### config.mk
export PLATFORM = sky130hd
export DESIGN_NAME = fb_cpu_ctrl
export DESIGN_NICKNAME = d
export VERILOG_FILES = /design/src/rtl/fb_cpu_pkg.sv /design/src/rtl/fb_alu.sv /design/src/rtl/fb_cpu_ctrl.sv
export SDC_FILE = /design/constraint.sdc
export NUM_CORES = 1
export LEC_CHECK = 0
export CAP_MARGIN = 20
export CORE_MARGIN = 3
export CORE_UTILIZATION = 40
export CTS_CLUSTER_SIZE = 24
export DETAILED_ROUTE_END_ITERATION = 7
export PLACE_DENSITY = 0.66
export SLEW_MARGIN = 20
export SYNTH_ARGS = -nofsm -noshare
export SYNTH_HDL_FRONTEND = slang
export SYNTH_SLANG_ARGS = --single-unit
### constraint.sdc
create_clock -name clk -period 4.7 [get_ports clk]
set_clock_uncertainty 0.1 [all_clocks]
set_input_delay 0.94 -clock clk [delete_from_list [all_inputs] [get_ports clk]]
set_output_delay 0.94 -clock clk [all_outputs]
set_load 0.01 [all_outputs]
### src/rtl/fb_cpu_pkg.sv
// Shared definitions for the FB-CPU core: opcodes, FSM states, default widths.
// Latency: n/a (constants and types only).
// Backpressure: n/a.
package fb_cpu_pkg;

    localparam int ADDR_W_DEF = 6;
    localparam int DATA_W_DEF = 10;
    localparam int OP_W       = 4;

    localparam logic [OP_W-1:0] OP_LOD = 4'd0;
    localparam logic [OP_W-1:0] OP_STO = 4'd1;
    localparam logic [OP_W-1:0] OP_ADD = 4'd2;
    localparam logic [OP_W-1:0] OP_SUB = 4'd3;
    localparam logic [OP_W-1:0] OP_MUL = 4'd4;
    localparam logic [OP_W-1:0] OP_JMP = 4'd6;
    localparam logic [OP_W-1:0] OP_JMZ = 4'd7;
    localparam logic [OP_W-1:0] OP_HLT = 4'd9;

    typedef enum logic [2:0] {
        FETCH    = 3'd0,
        LATCH    = 3'd1,
        DISPATCH = 3'd2,
        EXEC     = 3'd3,
        HALT     = 3'd4
    } state_t;

endpackage

### src/rtl/fb_alu.sv
// Accumulator ALU: computes the next ACC for LOD/ADD/SUB/MUL from ACC and operand.
// Latency: purely combinational.
// Backpressure: none; the caller decides when to capture the result.
module fb_alu
    import fb_cpu_pkg::*;
#(
    parameter int DATA_W = DATA_W_DEF
) (
    input  logic [OP_W-1:0]   op,
    input  logic [DATA_W-1:0] acc,
    input  logic [DATA_W-1:0] operand,
    output logic [DATA_W-1:0] acc_nxt
);

    // Results are sized to DATA_W, so all arithmetic wraps modulo 2^DATA_W;
    // a DATA_W-wide multiply is exactly the low half of the full product.
    always_comb begin
        acc_nxt = acc;
        case (op)
            OP_LOD:  acc_nxt = operand;
            OP_ADD:  acc_nxt = acc + operand;
            OP_SUB:  acc_nxt = acc - operand;
            OP_MUL:  acc_nxt = acc * operand;
            default: acc_nxt = acc;
        endcase
    end

endmodule

### src/rtl/fb_cpu_ctrl.sv
// FB-CPU core: fetch/latch/dispatch/exec sequencer driving a 1-cycle-latency single-port RAM.
// Latency: 4 cycles for LOD/ADD/SUB/MUL, 3 cycles for STO/JMP/JMZ/NOP/HLT.
// Backpressure: none; the RAM is assumed always ready, outputs depend only on registered state.
module fb_cpu_ctrl
    import fb_cpu_pkg::*;
#(
    parameter int                ADDR_W   = ADDR_W_DEF,
    parameter int                DATA_W   = DATA_W_DEF,
    parameter logic [ADDR_W-1:0] RESET_PC = '0
) (
    input  logic              clk,
    input  logic              rst,
    output logic              o_mem_we,
    output logic [ADDR_W-1:0] o_mem_addr,
    output logic [DATA_W-1:0] o_mem_wdata,
    input  logic [DATA_W-1:0] i_mem_rdata,
    output logic              o_halt,
    output logic [DATA_W-1:0] o_acc,
    output logic [ADDR_W-1:0] o_pc
);

    state_t            state, state_nxt;
    logic [ADDR_W-1:0] pc;
    logic [DATA_W-1:0] acc;
    logic [DATA_W-1:0] ir;
    logic [DATA_W-1:0] alu_out;

    logic [OP_W-1:0]   ir_op;
    logic [ADDR_W-1:0] ir_addr;

    assign ir_op   = ir[DATA_W-1 -: OP_W];
    assign ir_addr = ir[ADDR_W-1:0];

    fb_alu #(
        .DATA_W (DATA_W)
    ) u_alu (
        .op      (ir_op),
        .acc     (acc),
        .operand (i_mem_rdata),
        .acc_nxt (alu_out)
    );

    // State register; async reset returns to FETCH so a pending STO write drops at once.
    always_ff @(posedge clk or negedge rst) begin
        if (!rst) state <= FETCH;
        else      state <= state_nxt;
    end

    // Next-state decode; undefined opcodes fall back to FETCH as NOPs.
    always_comb begin
        state_nxt = state;
        case (state)
            FETCH:    state_nxt = LATCH;
            LATCH:    state_nxt = DISPATCH;
            DISPATCH: begin
                case (ir_op)
                    OP_LOD, OP_ADD, OP_SUB, OP_MUL: state_nxt = EXEC;
                    OP_HLT:                         state_nxt = HALT;
                    default:                        state_nxt = FETCH;
                endcase
            end
            EXEC:     state_nxt = FETCH;
            HALT:     state_nxt = HALT;
            default:  state_nxt = FETCH;
        endcase
    end

    // Architectural registers: IR/PC advance in LATCH, jumps resolve in DISPATCH, ACC updates in EXEC.
    // JMZ looks at ACC as of DISPATCH, which already includes any preceding EXEC.
    always_ff @(posedge clk or negedge rst) begin
        if (!rst) begin
            pc  <= RESET_PC;
            acc <= '0;
            ir  <= '0;
        end else begin
            case (state)
                LATCH: begin
                    ir <= i_mem_rdata;
                    pc <= pc + ADDR_W'(1);
                end
                DISPATCH: begin
                    if ((ir_op == OP_JMP) || ((ir_op == OP_JMZ) && (acc == '0)))
                        pc <= ir_addr;
                end
                EXEC:    acc <= alu_out;
                default: ;
            endcase
        end
    end

    // Memory-side and debug outputs, decoded from registered state only.
    always_comb begin
        o_mem_we    = 1'b0;
        o_mem_addr  = pc;
        o_mem_wdata = acc;
        o_halt      = 1'b0;
        case (state)
            DISPATCH: begin
                o_mem_addr = ir_addr;
                o_mem_we   = (ir_op == OP_STO);
            end
            EXEC:    o_mem_addr = ir_addr;
            HALT:    o_halt     = 1'b1;
            default: ;
        endcase
    end

    assign o_acc = acc;
    assign o_pc  = pc;

endmodule
# Word-level counts from Yosys, hierarchy flattened
# Cells that the tools add are included.
totals:
  ff_bits: 29
  inputBits: 12
  out_inout_bits: 34
  elab_cells: 39
classes:
  addsub: 3
  n_mul: 1
  n_eq_ne: 12
  mux: 8
  n_reduce_logical: 11
ops:
  columns: ["operator", "n"]
  rows:
  - ["10-bit case mux with 4 select lines", 1]
  - ["4-bit by 3-bit equality test with 1-bit output (second input constant)", 3]
  - ["6-bit two-way mux", 2]
  - ["3-bit case mux with 4 select lines", 1]
  - ["6-bit case mux with 2 select lines", 1]
  - ["10-bit adder", 1]
  - ["10-bit zero test", 1]
  - ["10-bit by 10-bit multiplier with 10-bit output", 1]
  - ["10-bit subtractor", 1]
  - ["4-bit by 2-bit equality test with 1-bit output (second input constant)", 2]
  - ["6-bit by 1-bit adder with 6-bit output (second input constant)", 1]
  - ["3-bit by 2-bit equality test with 1-bit output (second input constant)", 2]
  - ["3-bit case mux with 2 select lines", 1]
  - ["4-bit by 1-bit equality test with 1-bit output (second input constant)", 1]
  - ["4-bit equality test (second input constant)", 1]
  - ["4-bit zero test", 1]
  - ["2-bit AND reduction", 2]
  - ["4-bit nonzero test", 1]
  - ["4-bit OR reduction", 1]
  - ["3-bit by 1-bit equality test with 1-bit output (second input constant)", 1]
  - ["3-bit equality test (second input constant)", 1]
  - ["3-bit zero test", 1]
  - ["1-bit two-way mux", 2]
  - ["2-bit != test (second input constant)", 1]
  - ["4 further kinds", 4]

# Longest topological paths before layout
# Gate-level depths: netlist of the first run.
logic_depth:
  ltp_word: 5
  mapped_depth: 17
  mapped_depth_nobuf: 16

# Cells and area by module
# Synthesis of the first run repeated with hierarchy kept, for this count alone.
hier_totals:
  hier_cells: 418
  hier_area_um2: 3746.1
modules_own_cells:
  columns: ["module", "n_inst", "cells_each", "area_each_um2"]
  rows:
  - ["fb_alu", 1, 294, 2283.4]
  - ["fb_cpu_ctrl", 1, 124, 1462.7]

# Least setup slack after synthesis of the first run
# Ideal clock, no wire load.
synth_timing:
  path_kind: "input to register"
  from: "input i_mem_rdata[3]"
  to: "register acc[9], in the netlist o_acc[9]"
  setup_time_ps: 88
  arrival_ps: 4986
  t_required_ps: 4512
  slack_ps: -474
  path_stages: 15
  path_cell_list: "clkbuf_1 -> nand2_1 -> fa_1 -> fa_1 -> inv_1 -> fa_1 -> fa_1 -> fa_1 -> xnor2_1 -> xnor2_1 -> xnor2_1 -> xnor3_1 -> xnor2_1 -> nand2_1 -> a41oi_1"
synth_via:
  elab_chain_cells: 2
  word_cells_on_any_way: 4
  classes_between: "add/sub: 2; mul: 1; mux: 1"
synth_lines:
  columns: ["element", "line_no", "source"]
  rows:
  - ["from (decl)", "fb_cpu_ctrl.sv:16", "input logic [DATA_W-1:0] i_mem_rdata,"]
  - ["10-bit by 10-bit multiplier with 10-bit output (tied with other cells)", "fb_alu.sv:23", "OP_MUL: acc_nxt = acc * operand;"]
  - ["10-bit case mux with 4 select lines *", "fb_alu.sv:19", "case (op)"]
  - ["to (signal assigned)", "fb_cpu_ctrl.sv:85", "EXEC: acc <= alu_out;"]
  - ["to (decl)", "fb_cpu_ctrl.sv:24", "logic [DATA_W-1:0] acc;"]
# Mark *: on every way between the ends. The rest lies on a longest branch, timed or not.
# A chain may end at the register's enable or synchronous reset.

# Worst setup path after layout of the first run
layout_timing:
  from: "input i_mem_rdata[3]"
  to: "register acc[7], in the netlist o_acc[7]"
# Same word-level chain as after synthesis.

==> run_results.csv, run 1 <==
group,metric,value,unit
synth,synth_adder_area_share,25.3,%
critical_path,worst-setup-path-type,"in2reg",
sta,post-route-period-util,98.6,%
sta,slew_viol_final,0,
cells_and_area,final_area,4560,sq um
cts,clock_path_buffers,2,
synth,synth_compound_area_share,12.7,%
global_route,grt_max_degree,30,
die,die_w,101,microns
drt,viasPerCell,5.43,
sta,setup_viol,0,
critical_path,max_stage_delay,0.52,ns
sta,slew_headroom,34.2,%
die,rows,34,
die,top_level_ports,46,
place,dp.final_hpwl,7840,microns
sta,fmax,216,MHz
synth,synth-edff-count,0,
die,die_y,101,microns
cells_and_area,diodes,0,
global_route,grtUsageTotal,20.8,%
drt,dr_total_vias,3205,
critical_path,cp.arrival,4.70,ns
synth,avgSynthCellArea,8.50,sq um
synth,syn_inst,424,
drt,drt_iter0_drc,230,
cts,clk-insertion-delay-late,0.29,ns
sta,post-route-min-period,4.63,ns
synth,synthFlopType,"dfrtp_1",
sta,hold_violations,0,
cts,cts_made_buffers,5,
die,start_util,41.3,%
synth,ys_async_sr_fraction,100,%
critical_path,worst_ep_required_time,4.77,ns
place,portBuffers,45,
critical_path,endpoint_kind,"flop",
synth,synth_area_leaders,"dfrtp_1, fa_1, ha_1, xnor2_1, nand2_1",
critical_path,path_cells,"buf_4 -> nand2_2 -> fa_1 -> inv_1 -> fa_1 -> ha_4 -> fa_1 -> inv_2 -> fa_1 -> inv_2 -> ha_4 -> a41oi_2 -> o21ai_2 -> buf_4 -> xor2_2 -> a222oi_1 -> a21oi_1",
synth,ys_ff_latch,29,
cts,cts-root-buf,"clkbuf_8",
run_status,status,"completed",
synth,synth_top_family_by_area,"adder cells",
synth,synth_top_area_share,20.1,%
drt,ant_nets,0,
critical_path,cp-start-kind,"input port",
critical_path,crit_fanout,6,
cts,cts_sinks,29,
cells_and_area,final_nets,552,
synth,seq_area_frac_synth,20.1,%
synth,yosysMostFrequentCell,"nand2_1",
cts,cts_max_level,2,
cts,cts_tree,"built",
synth,synth_cell_type_count,49,
global_route,grt_pass1_wl,16600,microns
place,placed_cell_area,4360,sq um
global_route,antenna_found_initial,0,
synth,synth_common_cells,"nand2_1, inv_1, ha_1",
drt,drt_wl_total,9970,microns
drt,dr.pass1.iters,5,
critical_path,crit_slowest_cell,"fa_1",
critical_path,path_common_cell,"fa_1",
global_route,grt_pass1_vias,3268,
min_path,hp-class,"reg2reg",
drt,wl_per_cell,16.9,microns
sta,worst_pin_slew,0.983,ns
die,core,8720,sq um
synth,synth_xor_area_share,8.54,%
cells_and_area,area_delta_synth_final,26.3,%
synth,yosys-mux-area-fraction,5.24,%
synth,yosysTopAreaCell,"dfrtp_1",
sta,rsz0062_at_grt,"yes",
cts,clk_pin_slew_worst_paths,0.07,ns
place,gp_congestion,0.929,
global_route,overflow,0,
synth,yosysWarnings,0,
die,die_area,10200,sq um
synth,synth_area,3610,sq um
run,maxCapViolations,0,
synth,synthSimpleGateAreaFrac,19.2,%
cells_and_area,drive_above_1_share,19.9,%
drt,drc,0,
synth,syn_nets,495,
==> what timing repair did <==
item                       in CTS  in global routing
setup endpoints to repair       5                  3
pin swaps                      16                 10
gates resized for setup        30                 17
hold buffers                    0                  0
buffers inserted                2                  1
==> cell type report <==
cell class	count	area, sq um
clock buffers	5	68.8
clock inverters	3	17.5
fillers	782	4170
inverters	40	150
multi-input cells	323	2730
flip-flops and latches	29	726
well taps	108	135
repair buffers	82	726
==> per-layer routing <==
metal | vias to the layer above | GRT usage (%) | part of all wire [%]
met2 | 124 | 32.6 | 47
met4 | 0 | 6.44 | 2.4
li1 | 1522 | - | -
met3 | 20 | 3.74 | 6.9
met5 | - | 0 | 0
met1 | 1539 | 29.2 | 44
==> flip-flops by register name, indices dropped and copies added (netlist names) <==
register,count
o_pc,6
o_acc,10
state,3
ir,10
==> cells in the final DEF (no fill, tap or decap), types with 5 or more instances in the layout <==
| cell | netlist | final |
|---|---|---|
| a21oi_1 | 25 | 24 |
| a31oi_1 | 5 | 5 |
| and2_1 | 14 | 14 |
| buf_4 | 10 | 37 |
| clkbuf_8 | 0 | 5 |
| clkdlybuf4s50_1 | 0 | 39 |
| dfrtp_1 | 29 | 29 |
| fa_1 | 23 | 20 |
| ha_1 | 36 | 29 |
| ha_4 | 0 | 7 |
| inv_1 | 40 | 38 |
| mux2_2 | 15 | 15 |
| nand2_1 | 50 | 45 |
| nand2b_1 | 7 | 7 |
| nand3_1 | 9 | 9 |
| nor2_1 | 35 | 34 |
| nor2b_1 | 7 | 7 |
| o21ai_0 | 11 | 7 |
| o21ai_1 | 5 | 7 |
| xnor2_1 | 26 | 25 |
==> worst paths after layout <==
| check | startpoint | endpoint | slack (ns) | cells past startpoint |
|---|---|---|---|---|
| max | i_mem_rdata[3] | o_acc[7]$_DFFE_PN0P_ | 0.07 | 17 |
| max reg2reg | o_acc[0]$_DFFE_PN0P_ | o_acc[9]$_DFFE_PN0P_ | 0.25 | 16 |
| min reg2reg | state[2]$_DFF_PN0_ | state[0]$_DFF_PN0_ | 0.41 | 1 |
| max in group asynchronous | rst | o_acc[1]$_DFFE_PN0P_ | 3.25 | 2 |
| min | state[2]$_DFF_PN0_ | state[0]$_DFF_PN0_ | 0.41 | 1 |
| min in group asynchronous | rst | o_pc[2]$_DFFE_PN0P_ | 0.95 | 2 |
==> stage by stage <==
step                      TNS (ns)  worst slack, ns  utilization [%]  hold slack (ns)  cells
after detailed placement     -3.17           -0.837             50.0            0.397    580
after CTS                   -0.102          -0.0910             51.8            0.408    590
after global routing       -0.0447          -0.0445             52.2            0.429    590
after global placement       -3.09           -0.800             50.0            0.388    580
after floorplan           -0.00660         -0.00660                -            0.356    424
final                            0           0.0670             52.2            0.405    590
==> logic make-up after synthesis <==
family                   after synthesis
AND/OR/NAND/NOR                      143
AO/OA/AOI/OAI                         72
buffers and inverters                 72
adder cells (fa/ha/maj)               59
XOR/XNOR                              32
flip-flops                            29
multiplexers                          17
==> critical path: cells and delay by family <==
| family | cells | cell delay, ns |
|---|---|---|
| compound gates | 4 | 0.65 |
| fa+ha+maj | 6 | 2.46 |
| simple gates | 1 | 0.06 |
| buf+inv | 5 | 0.41 |
| xor+xnor | 1 | 0.18 |
Power of run 1 is left out: the tool's default activity adds up to more than one toggle a clock period on the data nets, which glitch-free logic cannot reach.
==> run 2, diff against run 1 <==
Settings changed: CORE_MARGIN 3 to 5.
==> run 2 against run 1 <==
  * First-iteration DRC count grew 12%
  * Setup slack improved by 0.049 ns
  * Clock-buffer cell count increased by 2
  * Via count increased by 0.34%
  * Critical path depth shrank 4
  * Sequential share of layout area grew 0.28 points
  * Register-to-register slack improved by 0.09 ns
  * Maximum frequency rose by 1.1%
  * Worst hold slack gained 0.020 ns
  * Die area increased by 8.1%
  * Core utilization decreased by 1.2 points
  * Highest routed layer unchanged
==> run_results.csv, run 2 (synthesized netlist as in run 1, its figures left out) <==
group,metric,value,unit
sta,rsz0062_at_grt,"yes",
drt,drc,0,
place,portBuffers,45,
cells_and_area,area_delta_synth_final,24.1,%
cts,clk_pin_slew_worst_paths,0.06,ns
global_route,grt_pass1_wl,17200,microns
global_route,grtUsageTotal,19.0,%
run_status,status,"completed",
cts,clk-insertion-delay-late,0.28,ns
sta,worst_pin_slew,1.08,ns
critical_path,crit_fanout,4,
cells_and_area,drive_above_1_share,18.3,%
drt,viasPerCell,5.52,
drt,wl_per_cell,17.5,microns
cts,clock_path_buffers,2,
die,core,8760,sq um
sta,final.setup.tns,0,ns
cts,cts_tree,"built",
die,top_level_ports,46,
critical_path,critPathLaunch,"i_mem_rdata[8]",
sta,post-route-period-util,97.5,%
die,die_y,105,microns
die,rows,34,
min_path,hp-class,"reg2reg",
sta,slew_viol_final,0,
cts,post_cts_buffers,0,
global_route,grt_pass1_vias,3354,
run,maxCapViolations,0,
cells_and_area,diodes,0,
place,pre_cts_ws,-0.829,ns
die,die_area,11000,sq um
cells_and_area,stdcell_count,583,
drt,dr.pass1.iters,5,
sta,fin_ws,0.116,ns
global_route,grt_max_degree,30,
critical_path,cp.arrival,4.69,ns
drt,dr_total_vias,3216,
critical_path,cp-start-kind,"input port",
cts,cts_max_level,2,
cells_and_area,layout_common_cells,"nand2_1, inv_1, clkdlybuf4s50_1",
critical_path,worst_ep_required_time,4.81,ns
place,gp_congestion,0.939,
place,dp.final_hpwl,8150,microns
critical_path,r2r-start,"o_acc[2]$_DFFE_PN0P_",
global_route,antenna_found_initial,0,
global_route,overflow,0,
sta,fmax,218,MHz
sta,hold_violations,0,
die,start_util,41.1,%
cells_and_area,final_common_cell,"nand2_1",
critical_path,endpoint_kind,"flop",
drt,drt_iter0_drc,258,
critical_path,path_cells,"clkdlybuf4s50_1 -> inv_1 -> nor2_2 -> ha_1 -> ha_4 -> fa_1 -> fa_1 -> fa_2 -> ha_4 -> or3_1 -> mux2i_1 -> o22ai_2 -> nand3_1",
cts,cts_made_buffers,5,
drt,drt_wl_total,10200,microns
die,die_w,105,microns
cells_and_area,postLayoutCoreUtil,51.1,%
critical_path,worst-setup-path-type,"in2reg",
critical_path,max_stage_delay,0.58,ns
cells_and_area,final_nets,545,
place,place_inst,575,
cts,cts-root-buf,"clkbuf_8",
sta,slew_headroom,27.6,%
cts,cts_sinks,29,
critical_path,crit_slowest_cell,"fa_2",
sta,post-route-min-period,4.58,ns
min_path,hp-start,"state[2]$_DFF_PN0_",
drt,ant_nets,0,
sta,setup_viol,0,
run 2: routing by layer:
layer | global-route usage (%) | vias up | share of wire, %
met3 | 2.03 | 20 | 3.9
met1 | 24.9 | 1580 | 44
met4 | 5.21 | 0 | 1.9
li1 | - | 1510 | -
met2 | 33.1 | 106 | 50
met5 | 0 | - | 0
run 2: area by class of cell:
class	count	area (sq um)
tap	108	135
multi-input combinational	323	2700
sequential	29	726
timing repair buffer	75	661
clock inverter	1	5.00
inverter	40	150
clock buffer	7	96.3
fill	822	4290
run 2: worst max-delay path: cells and delay by family:
family / cells / cell delay (ns)
mux: 1 / 0.16
simple gates: 3 / 0.57
buf+inv: 2 / 0.58
compound gates: 1 / 0.12
fa+ha+maj: 6 / 2.33
run 2: per-stage QoR:
stage,hold WS [ns],area (sq um)
6_report,0.425,4480
5_1_grt,0.454,4480
4_1_cts,0.423,4430
3_5_place_dp,0.414,4320
3_3_place_gp,0.392,4320
2_1_floorplan,0.356,3730
run 2: worst paths after layout:
check | endpoint | slack [ns] | depth (start not counted)
setup / recovery | o_acc[8]$_DFFE_PN0P_ | 0.12 | 13
max in group asynchronous | o_acc[8]$_DFFE_PN0P_ | 3.26 | 2
hold / removal | state[0]$_DFF_PN0_ | 0.43 | 1
setup reg to reg | o_acc[7]$_DFFE_PN0P_ | 0.34 | 15
min in group asynchronous | o_acc[1]$_DFFE_PN0P_ | 0.94 | 2
hold reg to reg | state[0]$_DFF_PN0_ | 0.43 | 1
run 2: what timing repair did:
action                     CTS  global route
gates resized for setup     26            20
hold buffers                 0             0
pin swaps                    6             9
gates cloned                 0             0
setup endpoints to repair    5             3
Power of run 2 is left out for the same reason.
==> run 3, diff against run 2 <==
Settings changed: CTS_BUF_LIST from default to sky130_fd_sc_hd__clkbuf_16.
==> run 3 against run 2 <==
  * First-iteration DRC count increased by 4.3%
  * Die area unchanged
  * Register-to-register slack got worse by 0.10 ns
  * Sequential cell count unchanged
  * Cell area increased by 1.9%
  * Global-route usage increased by 0.075 points
  * Core utilization increased by 0.97 points
  * Setup slack got worse by 0.056 ns
  * Largest cell class unchanged
  * Maximum frequency decreased by 1.2%
  * Clock-buffer cell count decreased by 2
  * Non-clock buffer count increased by 1
  * Sequential share of layout area decreased by 0.30 points
==> run_results.csv, run 3 (synthesized netlist as in run 1, its figures left out) <==
group,metric,value,unit
critical_path,crit_fanout,6,
critical_path,r2r-start,"o_acc[2]$_DFFE_PN0P_",
global_route,grtUsageTotal,19.0,%
place,portBuffers,45,
global_route,antenna_found_initial,0,
critical_path,path_common_cell,"fa_1",
run,maxCapViolations,0,
cts,clock_path_buffers,2,
sta,worst_pin_slew,1.06,ns
sta,setup_viol,0,
critical_path,path_cells,"buf_12 -> nand2_4 -> fa_1 -> fa_1 -> inv_1 -> fa_1 -> fa_1 -> fa_2 -> xnor2_2 -> xnor2_1 -> xnor2_1 -> xnor3_1 -> xnor2_1 -> nand2_1 -> a41oi_2",
critical_path,worst-setup-path-type,"in2reg",
sta,post-route-period-util,98.7,%
cells_and_area,final_area,4560,sq um
critical_path,cp-start-kind,"input port",
drt,viasPerCell,5.51,
critical_path,max_stage_delay,0.55,ns
die,die_y,105,microns
cells_and_area,area_delta_synth_final,26.5,%
drt,wl_per_cell,17.6,microns
critical_path,r2r_slack,0.24,ns
cts,cts_tree,"built",
global_route,overflow,0,
critical_path,endpoint_kind,"flop",
min_path,hp-class,"reg2reg",
die,rows,34,
place,gp_congestion,0.939,
drt,drc,0,
sta,post-route-min-period,4.64,ns
die,core,8760,sq um
sta,rsz0062_at_grt,"yes",
drt,drt_iter0_drc,269,
drt,dr_total_vias,3220,
drt,drt_wl_total,10300,microns
sta,hold_violations,0,
drt,ant_nets,0,
min_path,holdPathStages,1,
sta,fin_ws,0.0594,ns
critical_path,reg2reg_to,"o_acc[7]$_DFFE_PN0P_",
cells_and_area,final_common_cell,"nand2_1",
critical_path,crit_slowest_cell,"fa_1",
drt,dr.pass1.iters,7,
sta,slew_viol_final,0,
cts,clk_pin_slew_worst_paths,0.05,ns
global_route,grt_max_degree,30,
cts,cts-root-buf,"clkbuf_16",
cells_and_area,drive_above_1_share,18.5,%
critical_path,cp.arrival,4.73,ns
critical_path,rr_worst_depth,15,
critical_path,cpLargestDelayFamily,"adder cells",
run_status,status,"completed",
critical_path,cp_num_buf_inv,2,
die,die_area,11000,sq um
sta,fmax,215,MHz
global_route,grt_pass1_vias,3364,
cells_and_area,postLayoutCoreUtil,52.1,%
die,top_level_ports,46,
cts,cts_max_level,2,
place,pre_cts_ws,-0.829,ns
die,die_w,105,microns
min_path,hp-start,"state[2]$_DFF_PN0_",
cells_and_area,stdcell_count,584,
cells_and_area,final_nets,546,
global_route,grt_pass1_wl,17200,microns
cts,cts_hold_buf,0,
critical_path,worst_ep_required_time,4.79,ns
cells_and_area,layout_common_cells,"nand2_1, inv_1, clkdlybuf4s50_1",
cts,clk-insertion-delay-late,0.28,ns
place,place_inst,575,
place,dp.final_hpwl,8150,microns
sta,slew_headroom,28.7,%
die,start_util,41.1,%
cts,cts_sinks,29,
min_path,worstHoldEndpoint,"state[0]$_DFF_PN0_",
cells_and_area,diodes,0,
place,placed_cell_area,4320,sq um
cts,cts_made_buffers,5,
## run 3: through the flow
| stage | TNS, ns | hold slack, ns |
|---|---|---|
| 2_1_floorplan | -0.00660 | 0.356 |
| 3_3_place_gp | -2.90 | 0.392 |
| 3_5_place_dp | -3.35 | 0.414 |
| 4_1_cts | 0 | 0.421 |
| 5_1_grt | -0.203 | 0.451 |
| 6_report | 0 | 0.422 |
## run 3: worst reg2reg max path: cells and delay by family, from the launching register on
kind            cells  cell delay (ns)
fa+ha+maj           6             2.34
compound gates      4             0.75
flops               1             0.62
buf+inv             3             0.19
simple gates        1             0.16
xor+xnor            1             0.16
## run 3: repair_timing
item / CTS / global route
setup endpoints to repair: 5 / 3
resized for setup: 35 / 16
setup buffers: 0 / 1
pin swaps: 12 / 18
## run 3: area by class of cell
type | instances | area, sq um
clock buffer | 5 | 125
timing repair buffer | 76 | 681
tap | 108 | 135
fill | 807 | 4200
multi-input combinational | 323 | 2730
inverter | 40 | 150
clock inverter | 3 | 12.5
sequential | 29 | 726
## run 3: how the worst max path moves through the flow
stage	startpoint	endpoint	slack [ns]	cells past startpoint
floorplan	i_mem_rdata[1]	o_acc[9]$_DFFE_PN0P_	-0.007	17
global placement	i_mem_rdata[2]	o_acc[9]$_DFFE_PN0P_	-0.73	17
detailed placement	i_mem_rdata[2]	o_acc[9]$_DFFE_PN0P_	-0.83	17
CTS	i_mem_rdata[1]	o_acc[9]$_DFFE_PN0P_	0.02	15
global route	i_mem_rdata[2]	o_acc[9]$_DFFE_PN0P_	-0.12	15
finish	i_mem_rdata[2]	o_acc[9]$_DFFE_PN0P_	0.06	15
## run 3: metal layers
layer  GRT usage [%]  vias up  wire (microns)
met2            32.9      112            5160
met1            25.0     1570            4430
met5               0        -               0
met3            2.77       21             499
met4            4.93        0             185
li1                -     1517               -
Power of run 3 is left out for the same reason.
